[src/rtl/fpu_ss_multi_scoreboard.sv]
// Per-core FP register scoreboard with per-register pending-write counters.
// Optional writeback forwarding is enabled by defining FPU_SS_SB_FWD_EN.
module fpu_ss_multi_scoreboard #(
    parameter int NB_CORES     = 8,
    parameter int NUM_REGS     = 32,
    parameter int CNT_W        = 2,
    parameter int MAX_INFLIGHT = 8,
    parameter int IN_ORDER_WB  = 0,
    localparam int CORE_W      = (NB_CORES > 1) ? $clog2(NB_CORES) : 1,
    localparam int REG_W       = $clog2(NUM_REGS),
    localparam int INF_W       = $clog2(MAX_INFLIGHT + 1)
) (
    input  logic                clk_i,
    input  logic                rst_ni,
    input  logic                disp_valid_i,
    output logic                disp_ready_o,
    input  logic [CORE_W-1:0]   disp_core_i,
    input  logic [3*REG_W-1:0]  disp_rs_i,
    input  logic [2:0]          disp_rs_use_i,
    input  logic [REG_W-1:0]    disp_rd_i,
    input  logic                disp_rd_fp_i,
    input  logic                fpu_wb_valid_i,
    input  logic [CORE_W-1:0]   fpu_wb_core_i,
    input  logic [REG_W-1:0]    fpu_wb_rd_i,
    input  logic                lsu_wb_valid_i,
    input  logic [CORE_W-1:0]   lsu_wb_core_i,
    input  logic [REG_W-1:0]    lsu_wb_rd_i,
    output logic [5:0]          fwd_sel_o,
    output logic [INF_W-1:0]    inflight_o,
    output logic                err_o
);

    localparam logic [CNT_W-1:0] CNT_MAX = '1;
    localparam logic [INF_W-1:0] INF_MAX = INF_W'(MAX_INFLIGHT);

    logic [CNT_W-1:0] cnt [NB_CORES][NUM_REGS];
    logic [INF_W-1:0] inflight_q;
    logic             err_q;

    logic [REG_W-1:0] rs_addr [3];
    logic [CNT_W-1:0] rs_cnt  [3];
    logic [2:0]       raw_haz;
    logic [5:0]       fwd_sel;
`ifdef FPU_SS_SB_FWD_EN
    logic [2:0]       rs_fpu_hit;
    logic [2:0]       rs_lsu_hit;
`endif
    logic [CNT_W-1:0] rd_cnt, fpu_cnt, lsu_cnt;
    logic             hazard, inc, same_tgt, fpu_ok, lsu_ok, err_set;

    always_comb begin
        raw_haz = '0;
        fwd_sel = '0;
`ifdef FPU_SS_SB_FWD_EN
        rs_fpu_hit = '0;
        rs_lsu_hit = '0;
`endif
        for (int i = 0; i < 3; i++) begin
            rs_addr[i] = disp_rs_i[i*REG_W +: REG_W];
            rs_cnt[i]  = cnt[disp_core_i][rs_addr[i]];
`ifdef FPU_SS_SB_FWD_EN
            rs_fpu_hit[i] = fpu_wb_valid_i && (fpu_wb_core_i == disp_core_i) && (fpu_wb_rd_i == rs_addr[i]);
            rs_lsu_hit[i] = lsu_wb_valid_i && (lsu_wb_core_i == disp_core_i) && (lsu_wb_rd_i == rs_addr[i]);
            // Only the last outstanding write can be forwarded, and only from a single source
            if (disp_rs_use_i[i] && (rs_cnt[i] != '0)) begin
                if ((rs_cnt[i] == CNT_W'(1)) && (rs_fpu_hit[i] ^ rs_lsu_hit[i]))
                    fwd_sel[2*i +: 2] = rs_fpu_hit[i] ? 2'b01 : 2'b10;
                else
                    raw_haz[i] = 1'b1;
            end
`else
            if (disp_rs_use_i[i] && (rs_cnt[i] != '0))
                raw_haz[i] = 1'b1;
`endif
        end
    end

    always_comb begin
        rd_cnt  = cnt[disp_core_i][disp_rd_i];
        hazard  = (|raw_haz)
               || (disp_rd_fp_i && (((IN_ORDER_WB == 0) && (rd_cnt != '0))
                                    || (rd_cnt == CNT_MAX)
                                    || (inflight_q == INF_MAX)));
        inc     = disp_valid_i && !hazard && disp_rd_fp_i;

        // Writebacks see the count before this cycle's dispatch increment
        fpu_cnt  = cnt[fpu_wb_core_i][fpu_wb_rd_i];
        lsu_cnt  = cnt[lsu_wb_core_i][lsu_wb_rd_i];
        same_tgt = fpu_wb_valid_i && lsu_wb_valid_i
                && (fpu_wb_core_i == lsu_wb_core_i) && (fpu_wb_rd_i == lsu_wb_rd_i);
        fpu_ok   = fpu_wb_valid_i && (fpu_cnt != '0);
        lsu_ok   = lsu_wb_valid_i && (same_tgt ? (fpu_cnt > CNT_W'(1)) : (lsu_cnt != '0));
        err_set  = (fpu_wb_valid_i && !fpu_ok) || (lsu_wb_valid_i && !lsu_ok);
    end

    assign disp_ready_o = !hazard;
    assign fwd_sel_o    = fwd_sel;
    assign inflight_o   = inflight_q;
    assign err_o        = err_q;

    always_ff @(posedge clk_i or negedge rst_ni) begin
        if (!rst_ni) begin
            for (int c = 0; c < NB_CORES; c++)
                for (int r = 0; r < NUM_REGS; r++)
                    cnt[c][r] <= '0;
            inflight_q <= '0;
            err_q      <= 1'b0;
        end else begin
            for (int c = 0; c < NB_CORES; c++)
                for (int r = 0; r < NUM_REGS; r++)
                    cnt[c][r] <= cnt[c][r]
                        + CNT_W'(inc    && (disp_core_i   == CORE_W'(c)) && (disp_rd_i   == REG_W'(r)))
                        - CNT_W'(fpu_ok && (fpu_wb_core_i == CORE_W'(c)) && (fpu_wb_rd_i == REG_W'(r)))
                        - CNT_W'(lsu_ok && (lsu_wb_core_i == CORE_W'(c)) && (lsu_wb_rd_i == REG_W'(r)));
            inflight_q <= inflight_q + INF_W'(inc) - INF_W'(fpu_ok) - INF_W'(lsu_ok);
            if (err_set)
                err_q <= 1'b1;
        end
    end

endmodule

[config.mk]
export PLATFORM = sky130hd
export DESIGN_NAME = fpu_ss_multi_scoreboard
export DESIGN_NICKNAME = d
export VERILOG_FILES = /design/src/rtl/fpu_ss_multi_scoreboard.sv
export SDC_FILE = /design/constraint.sdc
export NUM_CORES = 2
export LEC_CHECK = 0
export ABC_AREA = 1
export CORE_ASPECT_RATIO = 1.1
export CORE_MARGIN = 4
export CORE_UTILIZATION = 40
export DETAILED_ROUTE_END_ITERATION = 8
export GPL_ROUTABILITY_DRIVEN = 0
export PLACE_DENSITY = 0.65
export SLEW_MARGIN = 15
export SYNTH_ARGS = -nofsm -noshare
export SYNTH_HDL_FRONTEND = slang
export SYNTH_SLANG_ARGS = --single-unit
[constraint.sdc]
create_clock -name clk_i -period 5.35 [get_ports clk_i]
set_clock_uncertainty 0.15 [all_clocks]
set_input_delay 0.535 -clock clk_i [delete_from_list [all_inputs] [get_ports clk_i]]
set_output_delay 0.535 -clock clk_i [all_outputs]
set_load 0.01 [all_outputs]
==> Word-level counts from Yosys, hierarchy flattened <==
Cells that the tools add are included.
{ "word_totals": {"rom_bits": 0, "elab_cells": 2022, "ff_bits": 517, "output_inout_bits": 12, "inputBits": 48, "ramBits": 0, "memories": 0, "latch_bits": 0} }
{ "op_classes": {"n_div": 0, "bitwise": 9, "n_mul": 0, "n_shift": 0, "n_reduce_logical": 825, "n_mux": 31, "n_lt_le_gt_ge": 10, "addsub": 771, "n_eq_ne": 118} }
{ "ops": {"columns": ["op", "count"], "rows": [
  ["$sub 2x1->2", 512],
  ["$logic_and 1x1->1", 805],
  ["$bmux 64 s3", 3],
  ["$add 2x1->2", 256],
  ["$mux 64", 6],
  ["$eq 5x5->1 const B", 48],
  ["$eq 5x4->1 const B", 24],
  ["$bmux 2 s5", 6],
  ["$eq 5x3->1 const B", 12],
  ["$eq 3x3->1 const B", 12],
  ["$ge 6x6->1 const B", 6],
  ["$not 5->6", 6],
  ["$eq 5x2->1 const B", 6],
  ["$mux 2", 12],
  ["$eq 3x2->1 const B", 6],
  ["$eq 5x1->1 const B", 3],
  ["$logic_not 5->1", 3],
  ["$ge 4x4->1 const B", 3],
  ["$not 3->4", 3],
  ["$reduce_bool 2->1", 6],
  ["$eq 3x1->1 const B", 3],
  ["$logic_not 3->1", 3],
  ["$sub 4x1->4", 2],
  ["$eq 5x5->1", 1],
  ["9 further kinds", 17]
]} }

==> Depth between registers and ports, before layout <==
{ "logic_depth": {"word_depth": 20, "ltp_mapped": 26, "ltp_nobuf": 23} }

==> Worst setup path after synthesis <==
OpenSTA, ideal clock, no wires.
{ "synth_timing": {"path_kind": "input -> register", "start": "input fpu_wb_core_i[1]", "end": "register cnt[119] in the netlist's numbering", "stages": 19, "required_time_ps": 5071, "setup_ps": 129, "t_arrival_ps": 3628, "n_path_buf": 4, "path_slack_ps": 1444, "cell_sequence": "clkbuf_1 -> nand2_1 -> buf_2 -> clkbuf_1 -> o22ai_1 -> o311ai_0 -> nand4_1 -> a21oi_1 -> nand2_1 -> nand2_1 -> nand2_1 -> nand3_1 -> buf_2 -> nor2_1 -> fa_1 -> inv_1 -> ha_1 -> xnor2_1 -> xor2_1"} }
{ "synth_between": {"elab_chain_cells": 13, "word_cells_on_any_way": 22, "cone_classes": "add/sub: 2; order compare: 1; eq/ne: 2; mux: 7; bitwise: 1; reduce/logical: 9"} }
{ "synth_lines": {"columns": ["item", "line", "source"], "rows": [
  ["start, declared", "23", "input logic [CORE_W-1:0] fpu_wb_core_i,"],
  ["$not 3->4 (not written as such)", "87", "fpu_cnt = cnt[fpu_wb_core_i][fpu_wb_rd_i];"],
  ["$bmux 64 s3", "87", null],
  ["$mux 64 (not written as such) (2 in a row)", "87", null],
  ["$bmux 2 s5", "87", null],
  ["$mux 2 (not written as such) (2 in a row)", "87", null],
  ["$reduce_bool 2->1 / $gt 2x1->1 (equally long branches)", "91, 92", null],
  ["$logic_and 1x1->1 / $mux 1 (equally long branches)", "91, 92", null],
  ["$logic_and 1x1->1 (on tied branches)", "113, 92", null],
  ["$logic_and 1x1->1 (on tied branches)", "113, 114", null],
  ["$sub 2x1->2 / $logic_and 1x1->1 (equally long branches)", "113, 114", null],
  ["$sub 2x1->2 *", "114", "- CNT_W'(lsu_ok && (lsu_wb_core_i == CORE_W'(c)) && (lsu_wb_rd_i == REG_W'(r)));"],
  ["end signal, assigned by index", "111", "cnt[c][r] <= cnt[c][r]"],
  ["end, declared", "36", "logic [CNT_W-1:0] cnt [NB_CORES][NUM_REGS];"]
]} }
Every way passes the cells marked *; elsewhere a longest branch is shown, timed or not. The select of a mux whose other input is x is not followed.
A chain may end at the register's enable or synchronous reset.

==> Final worst setup path <==
{ "layout_timing": {"start": "input disp_core_i[1]", "end": "output disp_ready_o"} }
{ "layout_between": {"elab_chain_cells": 13, "word_cells_on_any_way": 33, "cone_classes": "eq/ne: 1; mux: 18; bitwise: 1; reduce/logical: 13"} }
{ "layout_lines": {"columns": ["item", "line", "source"], "rows": [
  ["start, declared", "17", "input logic [CORE_W-1:0] disp_core_i,"],
  ["$not 3->4 (not written as such) *", "60, 79", null],
  ["$bmux 64 s3 *", "60, 79", null],
  ["$mux 64 (not written as such) * (2 in a row)", "60, 79", null],
  ["$bmux 2 s5 (on tied branches)", "60, 79", null],
  ["$mux 2 (on tied branches) (2 in a row)", "60, 79", null],
  ["$reduce_bool 2->1, or another cell as far along", "72", "if (disp_rs_use_i[i] && (rs_cnt[i] != '0))"],
  ["$logic_and 1x1->1 / $logic_or 1x1->1 (equally long branches)", "72, 82", null],
  ["$mux 1 / $logic_or 1x1->1 (equally long branches)", "72, 83", null],
  ["$reduce_or 3->1 / $logic_and 1x1->1 (equally long branches)", "80, 81", null],
  ["$logic_or 1x1->1 *", "81", "|| (disp_rd_fp_i && (((IN_ORDER_WB == 0) && (rd_cnt != '0))"],
  ["$logic_not 1->1 *", "96", "assign disp_ready_o = !hazard;"],
  ["end, declared", "16", "output logic disp_ready_o,"]
]} }
Marked as above.

==> results.md <==
* Status: finished with violations
* Failing checks: design-rule violations
* Setup crit start: disp_core_i[1]
* FF-to-FF Start: cnt[324]$_DFF_PN0_
* Leak at 0.02451 uW
* Io pins at 60
* Largest net degree at the start of global routing at 150
* Num CTS Buffers at 61
* Worst Tran Pin Value at 1206 ps
* Fin crit period at 5157 ps
* Comb power frac at 27.5%
* Critical path buffer and inverter count at 5
* Top cells by area, synth: dfrtp_1 28%, fa_1 11%, nand2_1 10%
* Max-slew violations at 0
* Share of the synthesized area in the top cell type at 28.21%
* Seq/Total Area, Yosys at 28.21%
* DRT iter0 DRCs at 7468
* H-tree Lvls at 2
* Internal power at 7756 uW
* DRC Markers at 6
* Filler cells at 11180
* Ys Warns at 0
* Place WS at -67.20 ps
* Largest area contributor in the netlist: dfrtp_1
* Port Buf Inserts at 53
* Crit start category: input pin
* Final instance area at 52240 um2
* Clk Latency, worst-skew pair at 710 ps
* Final setup margin at 192.8 ps
* TritonCTS clock tree: done
* Sw Ratio at 37.22%
* Delay-heaviest family, CP: simple AND/OR/NAND/NOR gates
* Part of the cycle the worst path needs at 96.40%
* Post-route ant nets at 0
* Cells after Synth at 6144
* Netlist area before placement at 45860 um2
* Num rows at 130
* CTS root buf: clkbuf_16
* Endpoints failing hold at 0
* CP dominant cell by count: nand3_1
* Seq pwr share at 37.6%
* Critical Path Max Stage Delay at 670 ps
* Critical path endpoint category: output port
* Vias per cell at 6.113
* Synth cell types at 42
* Rel. slew slack at 19.44%
* DR pass1 iterations at 9
* P_sw at 4599 uW
* Worst Path Arrival at 4470 ps
* Height of the die at 363.1 um
* Clock Sinks at 517
* Vias in the first global route at 46920
* Setup TNS at 0 ps
* Core box area at 114000 um2
* Die Width at 330.9 um
* Critical path class: input pin to output port
* Layout area overhead at 13.89%
* Clk network pwr share at 35.0%
* Worst EP required at 4660 ps
* Die Footprint at 120100 um2
* Worst path cell trace: buf_4 > clkinv_2 > buf_4 > nand2_2 > buf_4 > nor2_1 > nor2_1 > nand3_1 > nand2_1 > nand2_1 > nand2_1 > nand3_1 > nand3_1 > nand3_1 > nand2_2 > nand2_1 > nand3_1 > nand2_2 > nor2_8 > clkdlybuf4s50_1
* Max-cap viol count at 0
* CP Max Fanout at 23
* Final #Nets at 6774
* GRT Util Overall at 34.51%
* Final setup viols at 0
* Initial core utilization at 40.22%
* #FFs+latches synth at 517
* Worst hold path type: input pin to async pin
* HPWL after detailed placement at 142.3 mm
* Routed vias at 47560
* Post-DP Area at 50230 um2
* Longest Clk Path Bufs at 3
* First-pass GRT wire length at 307.8 mm
* CTS clk-pin slew, worst paths at 60 ps
* Total Wirelength at 210.1 mm
* Final Non-Filler Cells at 7780
* Worst IR Drop VDD at 0.2516 mV
* RSZ-0062 raised after global routing: false
* F_max at 0.1939 GHz
* GRT overflow at 0
* CP max-delay cell: clkdlybuf4s50_1
* Final Power at 12350 uW
* Antenna violations before repair at 11
* Syn avg cell area at 7.465 um2
* Layout cells sized above 1 at 7.018%
* Dpl cells at 7660
* Wirelength per Cell at 27.01 um
* Power Dens Cells at 236.5 nW/um2
-- cell families (layout without fill, tap and decap cells) --
logic type               after synthesis  after routing  synth area share (%)
AO/OA/AOI/OAI                        648            648                 8.893
XOR/XNOR                             518            518                 9.892
adder cells (fa/ha/maj)              518            518                 18.35
buffers and inverters               1054           1160                 9.185
flip-flops                           517            517                 28.21
other                                  1             13              0.008176
AND/OR/NAND/NOR                     2888           2888                 25.46
-- through the flow --
stage | util, % | hold WS, ps
floorplan | - | 89.41
global placement | 44.05 | 403.7
detailed placement | 44.05 | 397.1
CTS | 45.78 | 260.5
global route | 45.80 | 291.3
finish | 45.81 | 226.2
-- power by group through the flow --
stage          logic (uW)  clock network, uW  registers (uW)
2_1_floorplan        1940                  0            4600
3_3_place_gp         3160                  0            4690
3_5_place_dp         3230                  0            4690
4_1_cts              3250               4320            4630
5_1_grt              3670               4490            4680
6_report             3390               4320            4640
-- routing by layer --
| metal | vias to the layer above | global-route usage [%] | share of wire, % |
|---|---|---|---|
| met5 | - | 0 | 0.024 |
| met4 | 8 | 27.93 | 11 |
| met3 | 1456 | 11.66 | 16 |
| met2 | 4189 | 49.42 | 40 |
| met1 | 22340 | 42.01 | 34 |
| li1 | 19570 | - | - |
-- state kept, by name, summed over array words and instances, names as in the netlist --
register and count:
inflight_o 4, cnt 512, err_o 1
-- cells in the mapped netlist --
library cell,number
a211oi_1,2
a21boi_0,2
a21oi_1,86
a221oi_1,17
a22oi_1,61
a31oi_1,2
and3_1,3
buf_1,31
buf_2,151
buf_4,16
buf_6,1
clkbuf_1,139
clkinv_1,11
conb_1,1
dfrtp_1,517
fa_1,258
ha_1,260
inv_1,700
inv_2,5
nand2_1,1256
nand2_2,5
nand3_1,411
nand3_4,8
nand3b_1,7
nand4_1,46
nor2_1,1129
nor2_8,1
nor3_1,19
nor4_1,2
nor4b_1,1
o2111ai_1,76
o211ai_1,8
o21a_1,2
o21ai_0,190
o21ai_1,7
o221ai_1,13
o22ai_1,171
o2bb2ai_1,2
o311ai_0,3
o31ai_1,6
xnor2_1,393
xor2_1,125
-- cells in the final DEF, fill, tap and decap left out, types with 17 or more instances in the layout --
cell type / Yosys / layout
a221oi_1: 17 / 17
buf_4: 16 / 189
clkbuf_16: 0 / 61
buf_12: 0 / 93
nand3_1: 411 / 395
nor3_1: 19 / 19
a22oi_1: 61 / 61
nand4_1: 46 / 46
o2111ai_1: 76 / 76
dfrtp_1: 517 / 517
o21ai_0: 190 / 190
clkdlybuf4s50_1: 0 / 47
fa_1: 258 / 258
ha_1: 260 / 260
clkbuf_8: 0 / 18
inv_1: 700 / 698
xor2_1: 125 / 125
nor2_1: 1129 / 1117
clkbuf_1: 139 / 18
o22ai_1: 171 / 171
a21oi_1: 86 / 86
xnor2_1: 393 / 393
nand2_1: 1256 / 1246
-- worst reg2reg max path, delay by kind of cell, from the launching register on --
| kind | cells | cell delay (ps) |
|---|---|---|
| AO/OA/AOI/OAI | 3 | 1080 |
| XOR/XNOR | 2 | 380 |
| adder cells (fa/ha/maj) | 2 | 720 |
| buffers and inverters | 4 | 600 |
| flip-flops | 1 | 370 |
| AND/OR/NAND/NOR | 6 | 930 |
-- worst paths after layout --
check	end	slack (ps)	cells past startpoint
max	disp_ready_o	190	20
min	cnt[189]$_DFF_PN0_	230	2
max reg2reg	cnt[41]$_DFF_PN0_	1020	17
min reg2reg	cnt[507]$_DFF_PN0_	430	2
max in group asynchronous	cnt[52]$_DFF_PN0_	3320	3
min in group clk_i	cnt[507]$_DFF_PN0_	430	2
-- final cells by class --
class,instances,area [um2],share of cell area (%)
antenna,7,17.52,0.03353
tap,1518,1899,3.636
clock buffer,97,1842,3.526
inverter,716,2698,5.164
multi-input combinational,4578,28930,55.38
sequential,517,12940,24.77
timing repair buffer,334,3797,7.270
clock inverter,13,116.4,0.2228
-- repair_timing --
action / CTS / global route
setup buffers: 0 / 2
hold endpoints to repair: 58 / 0
gates resized for setup: 0 / 2
endpoints found under the setup margin: 0 / 1
hold buffers: 1 / 0
Note: power is estimated with default switching activity, not from simulation.
